===== config.mk =====
export PLATFORM = sky130hd
export DESIGN_NAME = program_scheduler
export DESIGN_NICKNAME = d
export VERILOG_FILES = /design/src/rtl/program_scheduler.sv
export SDC_FILE = /design/constraint.sdc
export NUM_CORES = 1
export LEC_CHECK = 0
export BUFFER_PORTS_ARGS = -buffer_cell sky130_fd_sc_hd__clkbuf_2
export CAP_MARGIN = 25
export CORE_MARGIN = 10
export CORE_UTILIZATION = 40
export DETAILED_ROUTE_END_ITERATION = 16
export GPL_TIMING_DRIVEN = 0
export SLEW_MARGIN = 20
export SYNTH_ARGS = -nofsm -noshare
export SYNTH_HDL_FRONTEND = slang
export SYNTH_SLANG_ARGS = --single-unit
export TNS_END_PERCENT = 20

===== constraint.sdc =====
create_clock -name clock -period 4 [get_ports clock]
set_input_delay 0.8 -clock clock [delete_from_list [all_inputs] [get_ports clock]]
set_output_delay 0.8 -clock clock [all_outputs]
set_load 0.05 [all_outputs]

===== src/rtl/program_scheduler.sv =====
// Round-robin preemptive program scheduler: tracks live program slots, saves and
// restores each slot's PC, and drives OSUsage/progIndex for address translation.
//
// state   | meaning
// OS_MODE | OS context; waits for os_return with at least one live slot
// SELECT  | round-robin search for the next live slot after progIndex
// RESUME  | one-cycle resume_valid pulse with the slot's saved PC
// RUN     | user program running; counts retired instructions
// SAVE    | store pc_in for the outgoing slot, then reselect or return to OS
module program_scheduler #(
    parameter int NUM_PROGS = 10,
    parameter int QUANTUM   = 64,
    parameter int PC_W      = 12
) (
    input  logic                 clock,
    input  logic                 reset,
    input  logic                 sched_enable,
    input  logic                 os_return,
    input  logic                 load_valid,
    input  logic [3:0]           load_index,
    input  logic [PC_W-1:0]      load_pc,
    input  logic                 instr_retire,
    input  logic                 prog_halt,
    input  logic                 syscall,
    input  logic [PC_W-1:0]      pc_in,
    output logic                 OSUsage,
    output logic [3:0]           progIndex,
    output logic                 resume_valid,
    output logic [PC_W-1:0]      resume_pc,
    output logic [NUM_PROGS-1:0] live_mask
);

    localparam int CNT_W = $clog2(QUANTUM) + 1;

    typedef enum logic [2:0] {
        OS_MODE,
        SELECT,
        RESUME,
        RUN,
        SAVE
    } state_t;

    state_t           state;
    state_t           state_next;
    logic [CNT_W-1:0] quantum_cnt;
    logic [PC_W-1:0]  pc_table [NUM_PROGS];
    logic             pending;
    logic             sel_found;
    logic [3:0]       sel_idx;
    logic [PC_W-1:0]  cur_pc;
    logic             expiry;
    logic             run_exit;
    logic             halt_take;

    // Slots above progIndex take priority; the wrap segment (0..progIndex) is
    // searched second, so progIndex itself is the last candidate.
    always_comb begin
        sel_found = 1'b0;
        sel_idx   = progIndex;
        for (int j = NUM_PROGS - 1; j >= 0; j--) begin
            if (live_mask[j] && (4'(j) <= progIndex)) begin
                sel_found = 1'b1;
                sel_idx   = 4'(j);
            end
        end
        for (int j = NUM_PROGS - 1; j >= 0; j--) begin
            if (live_mask[j] && (4'(j) > progIndex)) begin
                sel_found = 1'b1;
                sel_idx   = 4'(j);
            end
        end
    end

    always_comb begin
        cur_pc = '0;
        for (int j = 0; j < NUM_PROGS; j++) begin
            if (progIndex == 4'(j)) begin
                cur_pc = pc_table[j];
            end
        end
    end

    assign expiry    = instr_retire && (quantum_cnt == CNT_W'(QUANTUM - 1));
    assign run_exit  = syscall || prog_halt || expiry || !sched_enable;
    assign halt_take = prog_halt && !syscall;

    always_comb begin
        state_next   = state;
        OSUsage      = 1'b1;
        resume_valid = 1'b0;
        resume_pc    = '0;
        case (state)
            OS_MODE: begin
                if (sched_enable && os_return && (live_mask != '0)) begin
                    state_next = SELECT;
                end
            end
            SELECT: begin
                state_next = sel_found ? RESUME : OS_MODE;
            end
            RESUME: begin
                OSUsage      = 1'b0;
                resume_valid = 1'b1;
                resume_pc    = cur_pc;
                state_next   = RUN;
            end
            RUN: begin
                OSUsage = 1'b0;
                if (run_exit) begin
                    state_next = SAVE;
                end
            end
            SAVE: begin
                state_next = pending ? OS_MODE : SELECT;
            end
            default: begin
                state_next = OS_MODE;
            end
        endcase
    end

    always_ff @(posedge clock) begin
        if (!reset) begin
            state <= OS_MODE;
        end else begin
            state <= state_next;
        end
    end

    always_ff @(posedge clock) begin
        if (!reset) begin
            progIndex   <= '0;
            live_mask   <= '0;
            quantum_cnt <= '0;
            pending     <= 1'b0;
            for (int j = 0; j < NUM_PROGS; j++) begin
                pc_table[j] <= '0;
            end
        end else begin
            case (state)
                SELECT: begin
                    if (sel_found) begin
                        progIndex <= sel_idx;
                    end
                end
                RESUME: begin
                    quantum_cnt <= '0;
                end
                RUN: begin
                    if (instr_retire) begin
                        quantum_cnt <= quantum_cnt + CNT_W'(1);
                    end
                    if (run_exit) begin
                        pending <= syscall || !sched_enable;
                    end
                    if (halt_take) begin
                        for (int j = 0; j < NUM_PROGS; j++) begin
                            if (progIndex == 4'(j)) begin
                                live_mask[j] <= 1'b0;
                            end
                        end
                    end
                end
                SAVE: begin
                    for (int j = 0; j < NUM_PROGS; j++) begin
                        if (progIndex == 4'(j)) begin
                            pc_table[j] <= pc_in;
                        end
                    end
                    pending <= 1'b0;
                end
                default: begin
                end
            endcase
            // Placed last so a load overrides a same-cycle halt or save.
            if (load_valid) begin
                for (int j = 0; j < NUM_PROGS; j++) begin
                    if (load_index == 4'(j)) begin
                        live_mask[j] <= 1'b1;
                        pc_table[j]  <= load_pc;
                    end
                end
            end
        end
    end

endmodule


==> impl_metrics.csv <==
group,metric,value,unit
layout,design.final.nets,901,
worst_setup_path,critical_path_arrival,3.12,ns
clock_network,worst_setup_hold_path_clk_slew,0.06,ns
power_and_ir_drop,power_leakage,3.26,nW
synthesis,leading_register_cell_type_out_of_synthesis,"edfxtp_1",
worst_setup_path,required_time_of_the_worst_setup_path,3.20,ns
clock_network,cts_inserted_buffers,17,
layout,layout.core_utilization,47.2,%
worst_hold_path,hold_path_depth,2,
clock_network,cts_root_buf,"clkbuf_16",
synthesis,netlist.area_leader.share,45.6,%
synthesis,synth_sequential_area_ratio,51.9,%
worst_setup_path,path_buf_inv,4,
worst_setup_path,cell_family_contributing_the_most_delay_on_the_critical_path,"buffers and inverters",
routing,post_drt_via_cell_ratio,5.98,
routing,detailedRoute.firstIterationViolations,586,
routing,route.top_layer_used,"met4",
synthesis,synth_top_cells_by_area,"edfxtp_1, a22o_1, nand2_1, dfxtp_1, a21oi_1",
routing,route.layer.met1.wl,10900,um
synthesis,synthArstFlopShare,0,%
synthesis,avgSynthCellArea,9.87,um2
timing,final_min_period_over_clock_period,98.0,%
synthesis,post-synth-top-count-cell,"nand2_1",
clock_network,cts_buffer_depth,2,
clock_network,htree_num_levels,4,
floorplanning,die_w,161,um
clock_network,cts_tree,"yes",
timing,setup_violations,0,
synthesis,yosys_warnings,0,
timing,min_period,3.92,ns
routing,detailedRoute.firstPassIterationCount,5,
routing,met2_length,11600,um
floorplanning,placementRows,51,
synthesis,synth-edff-count,120,
outcome,outcome,"finished clean",
power_and_ir_drop,pwr_dens,403,nW/um2
global_routing,grtUsageTotal,19.2,%
timing,timing.final.ws_setup,0.0803,ns
global_routing,grt_max_degree,17,
worst_setup_path,worst_setup_path_start_kind,"register",
timing,slew_viol_final,0,
synthesis,syn_area,7910,um2
worst_setup_path,criticalPathCategory,"reg -> out",
worst_setup_path,cp-startpoint,"progIndex[2]",
synthesis,synth_largest_area_cell,"edfxtp_1",
global_routing,antenna_violations_before_repair,0,
timing,fmax,0.255,GHz
placed_design,gp_congestion,0.879,
placed_design,numPortBuffers,36,
placed_design,hpwl_reported_at_the_end_of_detailed_placement,18100,um
global_routing,via_count_of_the_first_global_routing_pass,6663,
layout,multi_input_area,3490,um2
layout,num_antenna_cells,0,
worst_setup_path,worstReg2RegStart,"progIndex[0]",
floorplanning,floorplan.initialDensity,40.6,%
clock_network,cts.sink_count,145,
worst_setup_path,worstRegToRegCells,7,
timing,worst_clock_skew,0.0116,ns
synthesis,synth.cells.most_frequent,"nand2_1, edfxtp_1, a21oi_1",
layout,drive_above_1_share,12.9,%
global_routing,grt.overflow.total,0,
worst_setup_path,critPathCaptureType,"output pin",
layout,nFillCells,1834,
synthesis,synth_fp_nets,838,
worst_hold_path,min-delay-path-class,"reg -> reg",
worst_setup_path,cp_cell_sequence,"buf_2 -> buf_2 -> nor3b_4 -> buf_12 -> a21oi_1 -> o221ai_1 -> a21oi_1 -> o21ai_0 -> and3_1 -> clkbuf_2",
worst_setup_path,critPathSlowestCell,"dfxtp_1",
timing,slew_worst_pin,0.733,ns
timing,grt_setup_unrepaired,"yes",
timing,finalHoldViolations,0,
floorplanning,core-area,19500,um2
layout,syn_to_final_growth,16.2,%
routing,detail_route_antenna_nets,0,
synthesis,synth-seq-cells,145,
synthesis,postSynthCellCount,801,
worst_setup_path,number_of_cells_on_the_critical_path,10,
routing,num_vias,6816,
worst_hold_path,worst_hold_startpoint,"pending",
floorplanning,die-height,161,um
run,cap_violations,0,
routing,routed_wirelength,25100,um
routing,detail_route.wl_per_cell,22.0,um
routing,dr_wl_met3,1970,um
global_routing,grt_pass1_wl,38900,um
routing,drc_errors,0,
timing,relSlewSlack,50.8,%
synthesis,number_of_distinct_library_cells_after_synthesis,64,
power_and_ir_drop,irDropWorstVdd,0.293,mV
timing,finalHoldWorstSlack,0.508,ns
floorplanning,pin_count,64,
clock_network,worstSkewPairLatency,0.44,ns
worst_setup_path,critPathMaxStageDelay,0.43,ns
layout,register_area,4100,um2
floorplanning,floorplan.die_area,25800,um2
worst_setup_path,maximum_fanout_encountered_on_the_critical_timing_path,10,
placed_design,detailedPlace.worstSlack,0.262,ns
==> cells by family after synthesis <==
kind of cell	count (synthesis)	share of synthesized area, %
adder cells (fa/ha/maj)	1	0.158
buffers and inverters	90	4.59
XOR/XNOR	4	0.443
AND/OR/NAND/NOR	273	15.7
multiplexers	28	4.07
flip-flops	145	51.9
AO/OA/AOI/OAI	260	23.2
==> placed cells by master, fill, tap and decap left out, types with 5 or more instances in the layout <==
cell type,Yosys,final
nand2_1,163,163
edfxtp_1,120,120
a21oi_1,92,92
a22o_1,73,73
clkbuf_1,49,45
nor2_1,36,35
clkbuf_2,0,32
dfxtp_1,25,25
mux2i_1,22,22
nor3_1,18,17
clkbuf_16,0,17
o21ai_0,16,16
o211ai_1,14,14
buf_1,14,14
buf_4,0,12
inv_1,11,11
buf_2,14,11
o221ai_1,11,11
nand3_1,10,10
nor2b_1,9,9
a21o_1,9,9
clkbuf_4,0,6
a221o_1,6,6
nand2b_1,5,5
and3_1,5,5
a221oi_1,8,5
==> path summary, 6_finish.rpt <==
check	to	slack, ns
setup / recovery	resume_pc[4]	0.08
hold / removal	pending	0.51
setup reg to reg	pc_table[8][11]	0.81
hold reg to reg	pending	0.51
==> report_power, final <==
part	switching [mW]	total [mW]	leakage, nW	internal (mW)
logic	0.210	0.294	1.56	0.0832
clock network	0.653	1.69	0.291	1.04
registers	0.0215	1.71	1.41	1.69
==> worst reg2reg max path, stage by stage, from the launching register on <==
cell and delay, ns:
dfxtp_1 0.43, buf_2 0.24, clkbuf_4 0.30, inv_1 0.13, clkbuf_1 0.30, a31oi_1 0.43, clkbuf_1 0.48, nand2_1 0.50
==> routing by layer <==
| layer | global-route usage, % | up-vias |
|---|---|---|
| li1 | - | 3127 |
| met1 | 25.9 | 3318 |
| met2 | 29.5 | 327 |
| met3 | 4.01 | 44 |
| met4 | 7.18 | 0 |
| met5 | 0 | - |
==> flip-flops by register name, summed over array words and instances, names as in the netlist <==
register,flops
pc_table,120
live_mask,10
quantum_cnt,7
progIndex,4
state,3
pending,1
==> layout make-up <==
class	instances	area share [%]
Sequential cell	145	44.7
Multi-Input combinational cell	566	38.0
Clock buffer	17	4.63
Tap cell	265	3.61
Buffer	76	3.54
Timing Repair Buffer	46	3.02
Clock inverter	13	2.00
Inverter	12	0.490
==> what timing repair did <==
action,4_1_cts,5_1_grt
setup endpoints to repair,10,10
gates resized for setup,11,11
gates cloned,0,0
hold buffers,0,0
setup buffers,0,2
==> stage by stage <==
stage / instances / cell area (um2) / TNS (ns) / total power, mW
floorplan: 801 / 7910 / 0 / 1.93
global placement: 1102 / 8420 / -3.54 / 2.02
detailed placement: 1110 / 8480 / 0 / 2.03
CTS: 1140 / 9130 / 0 / 3.70
global route: 1140 / 9180 / -0.144 / 3.80
finish: 1140 / 9180 / 0 / 3.70
Note: power is estimated with default switching activity, not from simulation.
